[config.mk]
export PLATFORM = sky130hd
export DESIGN_NAME = hazard_ctrl
export DESIGN_NICKNAME = d
export VERILOG_FILES = /design/src/rtl/hazard_ctrl.sv
export SDC_FILE = /design/constraint.sdc
export NUM_CORES = 1
export LEC_CHECK = 0
export BUFFER_PORTS_ARGS = -buffer_cell sky130_fd_sc_hd__buf_4
export CORE_MARGIN = 4
export CORE_UTILIZATION = 35
export DETAILED_ROUTE_END_ITERATION = 12
export PLACE_DENSITY = 0.55
export SETUP_SLACK_MARGIN = 0.1
export SYNTH_ARGS = -nofsm -noshare
export SYNTH_HDL_FRONTEND = slang
export SYNTH_SLANG_ARGS = --single-unit
export TNS_END_PERCENT = 50
[constraint.sdc]
create_clock -name clk -period 2.7 [get_ports clk]
set_clock_uncertainty 0.2 [all_clocks]
set_input_delay 0.135 -clock clk [delete_from_list [all_inputs] [get_ports clk]]
set_output_delay 0.135 -clock clk [all_outputs]
set_load 0.005 [all_outputs]
[src/rtl/hazard_ctrl.sv]
// hazard_ctrl: pipeline hazard controller.
//   Detects load-use hazards between EX and ID, sequences multi-cycle
//   multiply/divide stalls, and flushes IF/ID on taken branches.
// Ports:
//   clk, rst (sync, active-low)
//   ID_RegRs, ID_RegRt, ID_UseRt, ID_MulDiv          : ID-stage instruction info
//   EX_MemRead, EX_RegRd, EX_BranchTaken             : EX-stage instruction info
//   PC_Write, IFID_Write, IFID_Flush, IDEX_Bubble    : pipeline control (combinational)
//   MD_Start                                         : one-cycle mul/div start pulse
//   State                                            : RUN=00 LDSTALL=01 MDWAIT=10 FLUSH=11
//   STALL_Cnt, FLUSH_Cnt                             : saturating event counters
module hazard_ctrl #(
  parameter int unsigned MD_CYCLES = 8
) (
  input  logic        clk,
  input  logic        rst,
  input  logic [4:0]  ID_RegRs,
  input  logic [4:0]  ID_RegRt,
  input  logic        ID_UseRt,
  input  logic        ID_MulDiv,
  input  logic        EX_MemRead,
  input  logic [4:0]  EX_RegRd,
  input  logic        EX_BranchTaken,
  output logic        PC_Write,
  output logic        IFID_Write,
  output logic        IFID_Flush,
  output logic        IDEX_Bubble,
  output logic        MD_Start,
  output logic [1:0]  State,
  output logic [15:0] STALL_Cnt,
  output logic [15:0] FLUSH_Cnt
);

  typedef enum logic [1:0] {
    RUN     = 2'b00,
    LDSTALL = 2'b01,
    MDWAIT  = 2'b10,
    FLUSH   = 2'b11
  } state_e;

  // Issue cycle is the first stall cycle, so the wait counter covers the rest.
  localparam logic [3:0] MD_LOAD = 4'(MD_CYCLES - 1);

  state_e      state_q, state_d;
  logic [3:0]  md_cnt_q, md_cnt_d;
  logic [15:0] stall_cnt_q, flush_cnt_q;
  logic        load_use;

  // Register 0 is hardwired zero, so a load targeting it never creates a hazard.
  assign load_use = EX_MemRead && (EX_RegRd != 5'd0) &&
                    ((EX_RegRd == ID_RegRs) || (ID_UseRt && (EX_RegRd == ID_RegRt)));

  always_comb begin
    PC_Write    = 1'b1;
    IFID_Write  = 1'b1;
    IFID_Flush  = 1'b0;
    IDEX_Bubble = 1'b0;
    MD_Start    = 1'b0;
    state_d     = RUN;
    md_cnt_d    = '0;

    if (rst) begin
      if (state_q == MDWAIT) begin
        if (EX_BranchTaken) begin
          IFID_Flush  = 1'b1;
          IDEX_Bubble = 1'b1;
          state_d     = FLUSH;
        end else if (md_cnt_q != '0) begin
          PC_Write    = 1'b0;
          IFID_Write  = 1'b0;
          IDEX_Bubble = 1'b1;
          md_cnt_d    = md_cnt_q - 4'd1;
          state_d     = MDWAIT;
        end
      end else begin
        if (EX_BranchTaken) begin
          IFID_Flush  = 1'b1;
          IDEX_Bubble = 1'b1;
          state_d     = FLUSH;
        end else if (load_use) begin
          PC_Write    = 1'b0;
          IFID_Write  = 1'b0;
          IDEX_Bubble = 1'b1;
          state_d     = LDSTALL;
        end else if (ID_MulDiv) begin
          MD_Start    = 1'b1;
          PC_Write    = 1'b0;
          IFID_Write  = 1'b0;
          IDEX_Bubble = 1'b1;
          md_cnt_d    = MD_LOAD;
          state_d     = MDWAIT;
        end
      end
    end
  end

  always_ff @(posedge clk) begin
    if (!rst) begin
      state_q     <= RUN;
      md_cnt_q    <= '0;
      stall_cnt_q <= '0;
      flush_cnt_q <= '0;
    end else begin
      state_q  <= state_d;
      md_cnt_q <= md_cnt_d;
      if (!PC_Write && (stall_cnt_q != '1))
        stall_cnt_q <= stall_cnt_q + 16'd1;
      if (IFID_Flush && (flush_cnt_q != '1))
        flush_cnt_q <= flush_cnt_q + 16'd1;
    end
  end

  assign State     = state_q;
  assign STALL_Cnt = stall_cnt_q;
  assign FLUSH_Cnt = flush_cnt_q;

endmodule
; Word level (Yosys, flattened, before mapping)
; Index checks and enable logic that the tools add are counted.
[totals]
ff_bits = 38
inputBits = 21
output_inout_bits = 39
elab_cells = 53
[op_classes]
addsub = 3
n_eq_ne = 5
mux = 32
reduce_logical = 9
[op_table]
columns = cell, n
row1 = adder 16 x 1 -> 16 bit (second input constant), 2
row2 = inequality test 16 bit (second input constant), 2
row3 = two-way mux 1 bit, 20
row4 = two-way mux 2 bit, 6
row5 = two-way mux 4 bit, 3
row6 = equality test 5 bit, 2
row7 = two-way mux 3 bit, 3
row8 = logical AND 1 bit, 5
row9 = nonzero test 5 bit, 1
row10 = nonzero test 4 bit, 1
row11 = subtractor 4 x 1 -> 4 bit (second input constant), 1
row12 = equality test 2 bit (second input constant), 1
row13 = logical NOT 1 bit, 1
row14 = logical OR 1 bit, 1

; Depth between registers and ports, before layout
; Gate-level depths: netlist of the first run.
[logic_depth]
word_depth = 10
depth_mapped = 9
mapped_depth_nobuf = 7

; Least setup slack after synthesis of the first run
; OpenSTA, ideal clock, no wires.
[synth_path]
kind = register -> register
start = reg stall_cnt_q[0], in the netlist STALL_Cnt[0]
end = reg stall_cnt_q[11], in the netlist STALL_Cnt[11]
setup_time_ns = 0.070
t_arrival_ns = 1.818
t_required_ns = 2.430
slack_ns = 0.611
stages_incl_launch_ff = 8
path_buffers = 0
synth_period_minus_slack_ns = 2.089
cell_sequence = dfxtp_1 ha_1 nand4_1 nor4_1 or3_1 o21ba_2 or4_1 a21oi_1
[synth_between]
elab_chain_cells = 2
elab_cells_between_ends = 3
cone_classes = add/sub: 1 / eq/ne: 1 / reduce/logical: 1
[synth_lines]
columns = element, line
row1 = start: declaration, 46  ; logic [15:0] stall_cnt_q, flush_cnt_q;
row2 = start signal: assignment, 107  ; stall_cnt_q <= stall_cnt_q + 16'd1;
row3 = branches (longest 2 deep; another with adder 16 x 1 -> 16 bit), n/a
; Parallel ways; which one is timed is not known.
; A chain may end at the register's enable or synchronous reset.

; Final worst setup path of the first run
[layout_path]
start = in EX_BranchTaken
end = reg stall_cnt_q[11], in the netlist STALL_Cnt[11]
[layout_between]
elab_chain_cells = 5
elab_cells_between_ends = 6
cone_classes = mux: 4 / reduce/logical: 2
[layout_lines]
columns = element, line
row1 = start: declaration, 23  ; input logic EX_BranchTaken,
row2 = two-way mux 1 bit (on tied branches), "76, 64"
row3 = two-way mux 1 bit *, 63  ; if (state_q == MDWAIT) begin
row4 = two-way mux 1 bit *, 62  ; if (rst) begin
row5 = logical NOT 1 bit *, 106  ; if (!PC_Write && (stall_cnt_q != '1))
row6 = logical AND 1 bit *, 106
; Every way passes the cells marked *; elsewhere a longest branch is shown, timed or not.

==> results.py, run 1 <==
metrics = {
    "setup_path": {
        "max_stage_delay_ns": 0.53,
        "arrival_ns": 2.40,
        "worstSetupPathType": "in -> reg",
        "crit_chain": "dlygate4sd3_1 -> buf_4 -> and2b_1 -> nand2_1 -> or3_1 -> o21ba_4 -> or4_1 -> a21oi_1",
        "end_kind": "flip-flop",
        "cp_data_required_time_ns": 2.72,
        "startpoint_type": "input port",
        "slowest_stage": "dlygate4sd3_1",
        "cp_max_fo": 25,
    },
    "clocking": {
        "cts.sinks": 38,
        "cts_htree_levels": 2,
        "clkTransAtPathRegs_ns": 0.08,
        "postCtsSetupBuffers": 0,
        "clk_latency_ns": 0.29,
        "cts.path.max_buffers": 2,
        "cts_made_buffers": 5,
        "root_buffer": "clkbuf_8",
        "cts_tree": "built",
    },
    "floorplanning": {
        "die_x_um": 82.75,
        "rows": 26,
        "start_util": 0.3711,
        "die-area_um2": 6848,
        "die-height_um": 82.75,
        "coreArea_um2": 5270,
        "io_pins": 60,
    },
    "power_and_ir_drop": {
        "switching_share": 0.2392,
        "p_int_mw": 0.8402,
        "power_frac_seq": 0.524,
        "p_switching_mw": 0.2642,
        "total_power_mw": 1.104,
        "powerDensity_nw_per_um2": 430.6,
        "combPwrFrac": 0.114,
        "leakagePower_nw": 1.039,
        "vdd_drop_max_v": 0.0002430,
        "pwr-share-clk": 0.363,
    },
    "yosys": {
        "ys_seq_elements": 38,
        "synth.yosys.seq_area_share": 0.3890,
        "yosysWarnings": 0,
        "async_reset_ff_frac": 0,
        "ys_types": 41,
        "syn_nets": 253,
        "synth_edf_count": 0,
        "synthFlopType": "dfxtp_1",
        "synthCells": 228,
        "postSynthAreaPerCell_um2": 8.577,
        "netlist_area_um2": 1956,
    },
    "detailed_routing": {
        "firstDrtPassIters": 4,
        "drc_errors": 0,
        "route.antenna.remaining_nets": 0,
        "drt-wirelength-per-cell_um": 13.19,
        "drtIter0Drc": 80,
        "via_count": 1843,
        "totalWireLength_um": 4774,
        "vias_per_cell": 5.091,
    },
    "cells_and_area": {
        "mostFrequentLayoutCells": "buf_4 (60), dfxtp_1 (38), nor2_1 (19), nand2_1 (17), xor2_1 (16)",
        "utilization": 0.4867,
        "multiInputGateArea_um2": 1129,
        "area.sequential_um2": 760.7,
        "num-fill-cells": 545,
        "layout.nets": 316,
        "syn_to_final_growth_pct": 31.16,
        "antenna_cells": 0,
        "layoutNonFillerInstCount": 362,
        "layout_commonest_cell": "buf_4",
        "drive_above_1_share": 0.2466,
    },
    "global_routing": {
        "use_met3": 0.04338,
        "first_global_vias": 1676,
        "antenna_found_initial": 0,
        "grt_pass1_wl_um": 7907,
        "overflow": 0,
        "top_usage_layer": "met2",
        "grt_max_degree": 26,
        "grt_usage": 0.1495,
        "grtUsageMet1": 0.1963,
        "grt_use_met2": 0.2348,
    },
    "timing": {
        "tns_ns": 0,
        "worst_slew_pin_slew_ns": 0.5386,
        "setup_viol": 0,
        "max_freq_mhz": 420.1,
        "relSlewSlack": 0.6410,
        "hold_viol_final": 0,
        "rsz0062_at_grt": "false",
        "finalCritPeriodShare": 0.8816,
        "finalCriticalPeriod_ns": 2.380,
        "slew_violations": 0,
        "worst_hold_slack_ns": 0.05599,
    },
    "outcome": {
        "status": "finished, final reports clean",
    },
    "placed_design": {
        "gp_congestion": 0.7416,
        "port_buffers": 59,
        "place_inst": 352,
        "hpwl_um": 3625,
    },
    "run": {
        "maxCapViolations": 0,
    },
    "worst_hold_path": {
        "hp-class": "in -> reg",
    },
}
==> routing by layer <==
layer	vias to the layer above	wire length, um	share of wire
met2	54	2100	0.44
met4	0	49	0.010
met5	-	0	0
met1	831	2202	0.46
li1	953	-	-
met3	5	421	0.088
==> layout make-up <==
cell class                 count  area share
clock buffer                   7     0.03366
clock inverter                 1    0.001951
inverter                       7     0.01024
multi-input combinational    177      0.4400
sequential                    38      0.2966
tap                           70     0.03415
timing repair buffer          62      0.1834
==> synthesized netlist by cell type, types with 6 or more instances <==
library cell / n / share of area
and3_1: 7 / 0.022
xor2_1: 16 / 0.072
inv_1: 7 / 0.013
xnor2_1: 9 / 0.040
o21ai_0: 9 / 0.023
a21oi_1: 14 / 0.036
nand2_1: 17 / 0.033
or4_1: 6 / 0.023
nand3_1: 15 / 0.038
nand4_1: 10 / 0.032
nor2_1: 19 / 0.036
o31ai_1: 9 / 0.035
dfxtp_1: 38 / 0.39
==> through the flow <==
step | instance area [um^2] | setup slack (ns)
global route | 2565 | 0.1666
global placement | 2447 | 0.3876
CTS | 2559 | 0.2475
finish | 2565 | 0.3198
floorplan | 1956 | 0.6115
detailed placement | 2447 | 0.3307
==> power groups by stage <==
| stage | registers [mW] | clock network (mW) | logic, mW |
|---|---|---|---|
| global route | 0.580 | 0.444 | 0.141 |
| global placement | 0.591 | 0 | 0.123 |
| CTS | 0.578 | 0.419 | 0.126 |
| finish | 0.578 | 0.401 | 0.125 |
| detailed placement | 0.591 | 0 | 0.123 |
| floorplan | 0.590 | 0 | 0.0682 |
==> cell families (layout without fill, tap and decap cells) <==
kind of cell | after synthesis | in the layout | synth area share
AOI/OAI and AO/OA | 47 | 47 | 0.1536
xor gates and xnor gates | 25 | 25 | 0.1120
adders and majority gates | 4 | 4 | 0.02559
buffers and inverters | 13 | 77 | 0.03711
DFF | 38 | 38 | 0.3890
muxes | 3 | 3 | 0.01536
and+or+nand+nor | 98 | 98 | 0.2674
==> worst max-delay path: cells and delay by family <==
kind / cells / cell delay (ns)
AO/OA/AOI/OAI: 2 / 0.44
AND/OR/NAND/NOR: 4 / 1.13
buffers and inverters: 2 / 0.69
==> final timing paths <==
check	start	to	slack (ns)	depth (start not counted)
min	EX_MemRead	State[1]	0.06	4
max	EX_BranchTaken	STALL_Cnt[11]	0.32	8
max reg2reg	STALL_Cnt[0]	STALL_Cnt[11]	0.41	7
min reg2reg	md_cnt_q[0]	md_cnt_q[0]	0.29	1
==> timing repair <==
item / 4_1_cts / 5_1_grt
endpoints found under the hold margin: 2 / 0
hold buffers: 2 / 0
setup endpoints to repair: 0 / 4
gates resized for setup: 0 / 1
==> registers in the layout, indices dropped and copies added (netlist names) <==
name       flops
FLUSH_Cnt     16
md_cnt_q       4
STALL_Cnt     16
State          2
No activity file was read; power rests on OpenSTA's default activity.
==> run 2: changes to the inputs <==
Settings changed: BUFFER_PORTS_ARGS -buffer_cell sky130_fd_sc_hd__buf_4 to not set, DONT_BUFFER_PORTS set to 1, PLACE_DENSITY 0.55 to 0.57.
==> run 2 against run 1 <==
Compared with the run above:
- sequential power about the same
- worst setup slack gained 0.056 ns
- register-to-register slack got worse by 0.03 ns
- non-clock buffer count shrank 56
- critical path depth is 1 lower
- hold slack got worse by 0.051 ns
- design area shrank 16%
- flip-flop and latch count is the same
- critical endpoint is now STALL_Cnt[7]
==> results.py, run 2 (synthesis results as in run 1) <==
metrics = {
    "floorplanning": {
        "coreArea_um2": 5270,
        "die_x_um": 82.75,
        "io_pins": 60,
        "die-area_um2": 6848,
        "die-height_um": 82.75,
        "rows": 26,
        "start_util": 0.3711,
    },
    "worst_hold_path": {
        "hp-class": "in -> reg",
        "hold_start": "rst",
    },
    "detailed_routing": {
        "firstDrtPassIters": 4,
        "drt-wirelength-per-cell_um": 15.40,
        "vias_per_cell": 5.458,
        "route.antenna.remaining_nets": 0,
        "via_count": 1670,
        "drtIter0Drc": 82,
        "totalWireLength_um": 4712,
        "drc_errors": 0,
    },
    "clocking": {
        "cts_htree_levels": 2,
        "clkTransAtPathRegs_ns": 0.08,
        "cts.sinks": 38,
        "cts_tree": "built",
        "cts.path.max_buffers": 2,
        "postCtsSetupBuffers": 0,
        "cts_made_buffers": 5,
        "root_buffer": "clkbuf_8",
        "clk_latency_ns": 0.29,
    },
    "global_routing": {
        "grt_max_degree": 26,
        "first_global_vias": 1593,
        "grt_pass1_wl_um": 7534,
        "grt_usage": 0.1435,
        "overflow": 0,
        "antenna_found_initial": 0,
    },
    "timing": {
        "worst_hold_slack_ns": 0.004893,
        "rsz0062_at_grt": "false",
        "worst_slew_pin_slew_ns": 0.8304,
        "hold_viol_final": 0,
        "slew_violations": 0,
        "finalCriticalPeriod_ns": 2.324,
        "finalCritPeriodShare": 0.8609,
        "relSlewSlack": 0.4458,
        "max_freq_mhz": 430.2,
        "setup_viol": 0,
        "tns_ns": 0,
    },
    "placed_design": {
        "port_buffers": 0,
        "gp_congestion": 0.7037,
        "hpwl_um": 3338,
    },
    "setup_path": {
        "cp_data_required_time_ns": 2.71,
        "cp_max_fo": 25,
        "arrival_ns": 2.34,
        "end_kind": "flip-flop",
        "crit_start": "STALL_Cnt[0]",
        "worstSetupPathType": "reg -> reg",
        "reg2reg_from": "STALL_Cnt[0]",
        "startpoint_type": "flip-flop",
    },
    "cells_and_area": {
        "num-fill-cells": 549,
        "antenna_cells": 0,
        "mostFrequentLayoutCells": "dfxtp_1 (38), nor2_1 (19), nand2_1 (17), xor2_1 (16), nand3_1 (15)",
        "layout_commonest_cell": "dfxtp_1",
        "layout.nets": 260,
        "drive_above_1_share": 0.05508,
        "syn_to_final_growth_pct": 10.04,
    },
    "power_and_ir_drop": {
        "vdd_drop_max_v": 0.0002725,
        "powerDensity_nw_per_um2": 498.1,
        "total_power_mw": 1.072,
        "p_switching_mw": 0.2598,
        "leakagePower_nw": 0.7472,
        "combPwrFrac": 0.079,
        "switching_share": 0.2423,
        "power_frac_seq": 0.541,
        "pwr-share-clk": 0.380,
        "p_int_mw": 0.8123,
    },
    "run": {
        "maxCapViolations": 0,
    },
    "outcome": {
        "status": "finished, final reports clean",
    },
}
-- run 2: cell count changes in the layout (fill, tap and decap cells not counted), sizes merged --
cell	change
buf	-59
dlygate4sd3	+3
-- run 2: worst paths after layout --
path / to / slack (ns) / cells after the start
worst max-delay path: STALL_Cnt[7] / 0.38 / 7
worst min-delay path: md_cnt_q[3] / 0.005 / 3
worst max register to register: STALL_Cnt[7] / 0.38 / 7
worst min register to register: md_cnt_q[0] / 0.29 / 1
-- run 2: critical path, stage by stage (launching register included) --
cell,delay [ns]
dfxtp_1,0.37
ha_1,0.27
nand4_1,0.10
nor4_1,0.07
or3_1,0.32
o21ba_4,0.29
or4_1,0.48
a21oi_1,0.15
-- run 2: power by group through the flow --
stage / clock network, mW / registers (mW) / logic [mW]
after detailed placement: 0 / 0.594 / 0.0738
after floorplan: 0 / 0.590 / 0.0682
after CTS: 0.415 / 0.580 / 0.0841
final: 0.408 / 0.580 / 0.0842
after global placement: 0 / 0.594 / 0.0728
after global routing: 0.440 / 0.582 / 0.0967
-- run 2: routing by layer --
layer,vias up,global-route usage,wire length [um]
met1,767,0.1756,2084
li1,843,-,-
met3,2,0.06616,530
met2,58,0.2268,2071
met5,-,0,0
met4,0,0.03922,25
-- run 2: cell type report --
class                      count  area (um^2)  area share
timing repair buffer           6        57.56     0.02674
inverter                       7        26.28     0.01221
tap                           70        87.58     0.04070
clock buffer                   7        86.33     0.04012
sequential                    38        760.7      0.3535
multi-input combinational    177         1129      0.5244
clock inverter                 1        5.005    0.002326
-- run 2: timing repair --
| action | in CTS | in global routing |
|---|---|---|
| resized for setup | 0 | 1 |
| hold buffers | 5 | 0 |
| hold endpoints to repair | 14 | 0 |
| setup endpoints to repair | 0 | 2 |
-- run 2: per-stage QoR --
stage	cell area, um^2	setup slack, ns	cells	util
2_1_floorplan	1956	0.6115	228	-
3_3_place_gp	2004	0.3426	293	0.3803
3_5_place_dp	2004	0.3087	293	0.3803
4_1_cts	2146	0.2924	306	0.4072
5_1_grt	2152	0.2504	306	0.4084
6_report	2152	0.3757	306	0.4084
